===== config.mk =====
export PLATFORM = sky130hd
export DESIGN_NAME = rename_checkpoint_ctrl_flat
export DESIGN_NICKNAME = d
export VERILOG_FILES = /design/src/rtl/rename_checkpoint_ctrl_if.sv /design/src/rtl/rename_checkpoint_ctrl.sv /design/src/flat_wrapper.sv
export SDC_FILE = /design/constraint.sdc
export NUM_CORES = 1
export LEC_CHECK = 0
export CORE_MARGIN = 4
export CORE_UTILIZATION = 55
export CTS_BUF_LIST = sky130_fd_sc_hd__clkbuf_8
export DETAILED_ROUTE_END_ITERATION = 7
export HOLD_SLACK_MARGIN = 0.1
export PLACE_DENSITY = 0.86
export SLEW_MARGIN = 15
export SYNTH_ARGS = -nofsm -noshare
export SYNTH_HDL_FRONTEND = slang
export SYNTH_SLANG_ARGS = --single-unit
export TNS_END_PERCENT = 100

===== constraint.sdc =====
create_clock -name clock -period 9.7 [get_ports clock]
set_clock_uncertainty 0.2 [all_clocks]
set_input_delay 1.94 -clock clock [delete_from_list [all_inputs] [get_ports clock]]
set_output_delay 1.94 -clock clock [all_outputs]
set_load 0.03 [all_outputs]

===== src/rtl/rename_checkpoint_ctrl_if.sv =====
// Rename-group, mapping-table and branch-resolution signals shared between
// the checkpoint scheduler (slave) and its environment (master).
interface rename_checkpoint_ctrl_if #(
   parameter int RENAME_WIDTH = 4,
   parameter int CP_IDX_W     = 2
);
   logic                    rename_valid;
   logic [RENAME_WIDTH-1:0] rename_slot_valid;
   logic [RENAME_WIDTH-1:0] rename_br;
   logic [RENAME_WIDTH-1:0] accept_mask;
   logic                    rename_ready;
   logic                    br_cp_valid;
   logic [CP_IDX_W-1:0]     br_cp_idx;
   logic                    mt_check;
   logic [CP_IDX_W-1:0]     mt_check_idx;
   logic                    mt_recover;
   logic [CP_IDX_W-1:0]     mt_recover_idx;
   logic                    mt_ready;
   logic                    resolve_valid;
   logic [CP_IDX_W-1:0]     resolve_idx;
   logic                    resolve_mispredict;
   logic [CP_IDX_W:0]       cp_free_count;
   logic                    recovering;

   modport master (
      output rename_valid, rename_slot_valid, rename_br, mt_ready,
             resolve_valid, resolve_idx, resolve_mispredict,
      input  accept_mask, rename_ready, br_cp_valid, br_cp_idx, mt_check,
             mt_check_idx, mt_recover, mt_recover_idx, cp_free_count, recovering
   );

   modport slave (
      input  rename_valid, rename_slot_valid, rename_br, mt_ready,
             resolve_valid, resolve_idx, resolve_mispredict,
      output accept_mask, rename_ready, br_cp_valid, br_cp_idx, mt_check,
             mt_check_idx, mt_recover, mt_recover_idx, cp_free_count, recovering
   );
endinterface


===== src/rtl/rename_checkpoint_ctrl.sv =====
// Checkpoint scheduler for the rename mapping table: allocates checkpoints
// to branches in program order, frees them on resolve, sequences recovery.
module rename_checkpoint_ctrl #(
   parameter int RENAME_WIDTH = 4,
   parameter int CP_NUM       = 4,
   parameter int CP_IDX_W     = 2
) (
   input logic                     clock,
   input logic                     reset,
   rename_checkpoint_ctrl_if.slave bus
);
   typedef enum logic [1:0] {ST_RUN = 2'd0, ST_RECOVER = 2'd1, ST_WAIT = 2'd2} state_t;

   localparam logic [CP_IDX_W:0]       CP_FULL = (CP_IDX_W+1)'(CP_NUM);
   localparam logic [RENAME_WIDTH-1:0] ONE_RW  = RENAME_WIDTH'(1);

   state_t                  state_reg, state_next;
   logic [CP_IDX_W-1:0]     head_reg, head_next;
   logic [CP_IDX_W-1:0]     tail_reg, tail_next;
   logic [CP_IDX_W:0]       count_reg, count_next;
   logic [CP_NUM-1:0]       done_reg, done_next;
   logic                    recover_reg;
   logic [CP_IDX_W-1:0]     recover_idx_reg;

   logic [CP_IDX_W-1:0]     res_off;
   logic                    res_live, mispredict, correct;
   logic [RENAME_WIDTH-1:0] pend_br, low_br, below_br, accept;
   logic                    rename_active, alloc;
   logic [CP_NUM-1:0]       done_set, release_mask, younger_mask;
   logic [CP_IDX_W:0]       release_cnt;
   logic [CP_IDX_W-1:0]     walk_idx;
   logic                    chain;
   logic [CP_IDX_W-1:0]     ent_off [CP_NUM];

   // A resolve only matters when its checkpoint lies between head and tail.
   assign res_off    = bus.resolve_idx - head_reg;
   assign res_live   = bus.resolve_valid && ({1'b0, res_off} < count_reg);
   assign mispredict = res_live && bus.resolve_mispredict;
   assign correct    = res_live && !bus.resolve_mispredict;

   // Distance of every entry from head; entries at or past the mispredicted
   // one are the ones discarded by a recovery.
   generate
      for (genvar gi = 0; gi < CP_NUM; gi++) begin : g_ent
         assign ent_off[gi]      = CP_IDX_W'(gi) - head_reg;
         assign younger_mask[gi] = (ent_off[gi] >= res_off);
      end
   endgenerate

   // Oldest pending branch: everything up to it renames if a checkpoint is
   // free, otherwise only the slots in front of it.
   assign pend_br       = bus.rename_slot_valid & bus.rename_br;
   assign low_br        = pend_br & (~pend_br + ONE_RW);
   assign below_br      = low_br - ONE_RW;
   assign rename_active = (state_reg == ST_RUN) && bus.rename_valid && !mispredict;

   // Rename acceptance and checkpoint allocation for the current group.
   always_comb begin
      accept = '0;
      alloc  = 1'b0;
      if (rename_active) begin
         if (pend_br == '0) begin
            accept = bus.rename_slot_valid;
         end else if (count_reg != CP_FULL) begin
            accept = bus.rename_slot_valid & (low_br | below_br);
            alloc  = 1'b1;
         end else begin
            accept = bus.rename_slot_valid & below_br;
         end
      end
   end

   assign bus.accept_mask    = accept;
   assign bus.rename_ready   = rename_active && (accept == bus.rename_slot_valid);
   assign bus.br_cp_valid    = alloc;
   assign bus.br_cp_idx      = alloc ? tail_reg : '0;
   assign bus.mt_check       = alloc;
   assign bus.mt_check_idx   = alloc ? tail_reg : '0;
   assign bus.mt_recover     = recover_reg;
   assign bus.mt_recover_idx = recover_idx_reg;
   assign bus.cp_free_count  = CP_FULL - count_reg;
   assign bus.recovering     = (state_reg != ST_RUN);

   // Mark the resolving entry done, then release the contiguous done run at head.
   always_comb begin
      done_set = done_reg;
      if (correct) done_set[bus.resolve_idx] = 1'b1;
      release_mask = '0;
      release_cnt  = '0;
      chain        = 1'b1;
      walk_idx     = head_reg;
      for (int i = 0; i < CP_NUM; i++) begin
         walk_idx = head_reg + CP_IDX_W'(i);
         if (chain && ((CP_IDX_W+1)'(i) < count_reg) && done_set[walk_idx]) begin
            release_mask[walk_idx] = 1'b1;
            release_cnt            = release_cnt + 1'b1;
         end else begin
            chain = 1'b0;
         end
      end
   end

   // Pointer bookkeeping: a mispredict rewinds tail, otherwise net alloc/release.
   always_comb begin
      head_next  = head_reg;
      tail_next  = tail_reg;
      count_next = count_reg;
      done_next  = done_reg;
      if (mispredict) begin
         tail_next  = bus.resolve_idx;
         count_next = {1'b0, res_off};
         done_next  = done_reg & ~younger_mask;
      end else begin
         done_next  = done_set & ~release_mask;
         head_next  = head_reg + release_cnt[CP_IDX_W-1:0];
         tail_next  = tail_reg + CP_IDX_W'(alloc);
         count_next = count_reg + (CP_IDX_W+1)'(alloc) - release_cnt;
      end
   end

   // Recovery sequencing; a mispredict restarts it from any state.
   always_comb begin
      state_next = state_reg;
      if (mispredict) begin
         state_next = ST_RECOVER;
      end else begin
         case (state_reg)
            ST_RUN:     state_next = ST_RUN;
            ST_RECOVER: state_next = ST_WAIT;
            ST_WAIT:    if (bus.mt_ready) state_next = ST_RUN;
            default:    state_next = ST_RUN;
         endcase
      end
   end

   // State and checkpoint ring registers.
   always_ff @(posedge clock or negedge reset) begin
      if (!reset) begin
         state_reg <= ST_RUN;
         head_reg  <= '0;
         tail_reg  <= '0;
         count_reg <= '0;
         done_reg  <= '0;
      end else begin
         state_reg <= state_next;
         head_reg  <= head_next;
         tail_reg  <= tail_next;
         count_reg <= count_next;
         done_reg  <= done_next;
      end
   end

   // Registered recover pulse and index toward the mapping table.
   always_ff @(posedge clock or negedge reset) begin
      if (!reset) begin
         recover_reg     <= 1'b0;
         recover_idx_reg <= '0;
      end else begin
         recover_reg <= mispredict;
         if (mispredict) recover_idx_reg <= bus.resolve_idx;
      end
   end
endmodule


===== src/flat_wrapper.sv =====
// flat-port wrapper written by rule: the top's interface ports become plain ports
module rename_checkpoint_ctrl_flat 
#(
   parameter int RENAME_WIDTH = 4,
   parameter int CP_NUM       = 4,
   parameter int CP_IDX_W     = 2
)
  (clock, reset, bus_rename_valid, bus_rename_slot_valid, bus_rename_br, bus_mt_ready, bus_resolve_valid, bus_resolve_idx, bus_resolve_mispredict, bus_accept_mask, bus_rename_ready, bus_br_cp_valid, bus_br_cp_idx, bus_mt_check, bus_mt_check_idx, bus_mt_recover, bus_mt_recover_idx, bus_cp_free_count, bus_recovering);
  rename_checkpoint_ctrl_if #(.RENAME_WIDTH(RENAME_WIDTH), .CP_IDX_W(CP_IDX_W)) bus_i ();
  input logic clock;
  input logic reset;
  input wire logic [$bits(bus_i.rename_valid)-1:0] bus_rename_valid;
  input wire logic [$bits(bus_i.rename_slot_valid)-1:0] bus_rename_slot_valid;
  input wire logic [$bits(bus_i.rename_br)-1:0] bus_rename_br;
  input wire logic [$bits(bus_i.mt_ready)-1:0] bus_mt_ready;
  input wire logic [$bits(bus_i.resolve_valid)-1:0] bus_resolve_valid;
  input wire logic [$bits(bus_i.resolve_idx)-1:0] bus_resolve_idx;
  input wire logic [$bits(bus_i.resolve_mispredict)-1:0] bus_resolve_mispredict;
  output wire logic [$bits(bus_i.accept_mask)-1:0] bus_accept_mask;
  output wire logic [$bits(bus_i.rename_ready)-1:0] bus_rename_ready;
  output wire logic [$bits(bus_i.br_cp_valid)-1:0] bus_br_cp_valid;
  output wire logic [$bits(bus_i.br_cp_idx)-1:0] bus_br_cp_idx;
  output wire logic [$bits(bus_i.mt_check)-1:0] bus_mt_check;
  output wire logic [$bits(bus_i.mt_check_idx)-1:0] bus_mt_check_idx;
  output wire logic [$bits(bus_i.mt_recover)-1:0] bus_mt_recover;
  output wire logic [$bits(bus_i.mt_recover_idx)-1:0] bus_mt_recover_idx;
  output wire logic [$bits(bus_i.cp_free_count)-1:0] bus_cp_free_count;
  output wire logic [$bits(bus_i.recovering)-1:0] bus_recovering;
  assign bus_i.rename_valid = bus_rename_valid;
  assign bus_i.rename_slot_valid = bus_rename_slot_valid;
  assign bus_i.rename_br = bus_rename_br;
  assign bus_i.mt_ready = bus_mt_ready;
  assign bus_i.resolve_valid = bus_resolve_valid;
  assign bus_i.resolve_idx = bus_resolve_idx;
  assign bus_i.resolve_mispredict = bus_resolve_mispredict;
  assign bus_accept_mask = bus_i.accept_mask;
  assign bus_rename_ready = bus_i.rename_ready;
  assign bus_br_cp_valid = bus_i.br_cp_valid;
  assign bus_br_cp_idx = bus_i.br_cp_idx;
  assign bus_mt_check = bus_i.mt_check;
  assign bus_mt_check_idx = bus_i.mt_check_idx;
  assign bus_mt_recover = bus_i.mt_recover;
  assign bus_mt_recover_idx = bus_i.mt_recover_idx;
  assign bus_cp_free_count = bus_i.cp_free_count;
  assign bus_recovering = bus_i.recovering;
  rename_checkpoint_ctrl #(.RENAME_WIDTH(RENAME_WIDTH), .CP_NUM(CP_NUM), .CP_IDX_W(CP_IDX_W)) u_core (.clock(clock), .reset(reset), .bus(bus_i));
endmodule

==> impl_results.md <==
- Later-pin clock latency in the skew report: 250 ps
- Met3 Wirelength: 320 um
- Die extent in y: 64.0 um
- Remaining number of nets flagged by the antenna check after routing: 0
- Total power density per cell area: 371 nW/um2
- Drt pass-1 iters: 8
- Unique masters post-synth: 47
- Post-synthesis cell count: 205
- RSZ-0062 raised after global routing: false
- Max-Slew Margin vs Limit: 47.9%
- TritonCTS clock tree: built
- Area inside the core boundary: 3030 um2
- Yosys warnings: 0
- Transition time of the tightest slew-check pin: 780 ps
- Vias post-DR: 1643
- Endpoint type of the worst setup path: flip-flop
- Number of synthesized flops with an enable pin: 0
- Nature of the critical path startpoint: input port
- Final count of negative-setup-slack endpoints: 0
- Die Span X: 64.0 um
- Buffer count from post-CTS setup fixing: 0
- Largest net degree at the start of global routing: 18
- Number of ports placed on the die boundary: 34
- Total Die Area: 4100 um2
- First-pass GRT wire length: 7080 um
- Post-route clock period utilization: 86.2%
- Reg clk slew, reported paths: 60 ps
- Synthesized Nets: 245
- Leakage dissipation: 0.930 nW
- Final hold violation count: 0
- Number of flip-flops in the largest register: 4
- Final weighted congestion in routability-driven placement: 0.915
- Sequential share of the synthesized area: 23.2%
- Diode count: 0
- Initial Util: 57.0%
- Number of storage elements in the synthesis netlist: 16
- Met2 routed WL: 2080 um
- Final routed wire length divided by cell count: 15.6 um
- Drt total wl: 4350 um
- Leading post-synthesis cells by cell area: dfrtp_1 (23%), ha_1 (15%), inv_1 (4.8%)
- Antenna violations before repair: 0
- Critical path class: input port to flip-flop
- Clock tree root buffer cell: clkbuf_8
- Num CTS Buffers: 3
- Number of H-tree branching levels: 1
- Area added between synthesis and finish: 22.5%
- Synthesized area per cell: 8.42 um2
- Worst path arrival time: 8320 ps
- Hpwl dp: 3380 um
- Post-layout min period: 8360 ps
- Area of the mapped netlist: 1730 um2
- Placed cell areas: 2070 um2
- Fin area: 2110 um2
- Number of fill cells in the layout: 236
- Hold Buf Count CTS: 0
- Aggregate negative setup slack: 0 ps
- Max-slew violations: 0
- Total clock sinks: 16
- Quantity of gates resized following cts: 0
- Number of global-route vias before repair: 1578
- Detailed-routing wirelength on met1: 1870 um
- Worst hold path class: flip-flop to flip-flop
- Share of flip-flops with an asynchronous set or reset: 100%
- Max-cap violations: 0
- Fraction of final layout cells sized beyond drive strength 1: 5.13%
- Clock Path Buffers: 2
- Final worst-path setup slack: 1340 ps
- Overflow after GRT: 0
- Global-route usage over all layers: 21.4%
- Run status: finished, final reports clean
- 1st-iter DRT viols: 129
- Most frequently used flop master after synthesis: dfrtp_1
- Net count reported at finish: 276
- Worst supply voltage drop on vdd: 0.213 mV
- Remaining routing DRC violations: 0
- Top layer used by detailed routing: met4
- Fraction of post-synthesis cell area in the top cell type by area: 23.2%
- Count of input and output buffers: 33
- Flip-flop and latch area: 400 um2
- Max Clock Freq: 120 MHz
- Cell depth of the worst hold path: 2
- Row cnt: 20
- Reg2Reg Depth: 22
- Vias/cell: 5.91
- Required time of the critical path: 9660 ps
- Max Fanout on Critical Path: 8
- Area of the multi-input gates: 1190 um2
- Library cell with the largest summed area after synthesis: dfrtp_1
- Pre-CTS setup slack: 1130 ps
[where the power goes]
part	internal (W)	total [W]	switching, W
registers	0.0000998	0.000141	0.0000407
clock network	0.0000276	0.0000503	0.0000228
logic	0.000247	0.000592	0.000345
total	0.000375	0.000783	0.000408
[Yosys cell counts, drive strengths merged (3+ instances only)]
| cell | count |
|---|---|
| inv | 23 |
| nand2 | 22 |
| ha | 21 |
| dfrtp | 16 |
| nor2 | 14 |
| a21oi | 12 |
| o21ai | 10 |
| xnor2 | 7 |
| buf | 5 |
| nand3 | 5 |
| nor3 | 5 |
| a211o | 4 |
| a211oi | 4 |
| nor3b | 4 |
| o22ai | 4 |
| clkbuf | 3 |
| fa | 3 |
| nand2b | 3 |
| nand4 | 3 |
| o2111ai | 3 |
| or3 | 3 |
[worst max-delay path, stage by stage]
cell and delay, ps:
clkdlybuf4s50_1 580, inv_1 90, ha_1 240, fa_1 610, inv_1 70, ha_1 280
a21boi_2 190, a211oi_2 340, a21oi_1 170, mux4_1 510, or3_1 440, inv_1 110
ha_1 140, nand2_1 90, or2_0 390, xnor2_1 190, ha_1 330, mux2i_1 150
ha_1 260, fa_1 440, xnor2_1 210, xnor2_1 90, or3_1 300, a21oi_1 160
[metal layers]
layer,global-route usage (%),vias up
met5,0,-
met4,4.58,0
met3,4.22,18
met2,37.5,95
met1,27.0,748
li1,-,782
[cell usage in the layout (no fill, tap or decap), types with 4 or more instances in the layout]
cell type	instances
clkdlybuf4s50_1	33
dfrtp_1	16
nor2_1	14
a211o_1	4
a21oi_1	12
xnor2_1	7
o21ai_0	10
nor3b_1	4
inv_1	22
nor3_1	5
nand2_1	22
o22ai_1	4
ha_1	21
nand3_1	5
[final timing paths]
check / startpoint / to / slack [ps]
min reg2reg: u_core.bus.mt_recover_idx[1] / u_core.bus.mt_recover_idx[1] / 300
min: u_core.bus.mt_recover_idx[1] / u_core.bus.mt_recover_idx[1] / 300
max: bus_resolve_idx[0] / u_core.count_reg[2] / 1340
max reg2reg: u_core.head_reg[1] / u_core.count_reg[2] / 3100
min in group asynchronous: reset / u_core.bus.mt_recover / 1940
max in group asynchronous: reset / u_core.done_reg[2] / 6870
[final cells by class]
type                    instances  area share (%)
multi-input cells             157            56.2
repair buffers                 34            16.0
clock buffers                   3            1.95
inverters                      24            4.26
well taps                      44            2.61
flip-flops and latches         16            18.9
[metrics by stage]
| step | instances | total power [W] | hold WS (ps) | util [%] |
|---|---|---|---|---|
| 2_1_floorplan | 205 | 0.000569 | 306 | - |
| 3_3_place_gp | 275 | 0.000709 | 274 | 68.4 |
| 3_5_place_dp | 275 | 0.000722 | 287 | 68.4 |
| 4_1_cts | 278 | 0.000778 | 303 | 69.8 |
| 5_1_grt | 278 | 0.000852 | 332 | 69.8 |
| 6_report | 278 | 0.000783 | 300 | 69.8 |
[cell families after synthesis]
logic type	Yosys count	share of synthesized area, %
and+or+nand+nor	70	20.2
adders and majority gates	24	18.7
xor gates and xnor gates	9	4.57
buffers and inverters	32	7.90
AOI/OAI and AO/OA	49	20.8
DFF	16	23.2
muxes	5	4.64
Note: power is estimated with default switching activity, not from simulation.
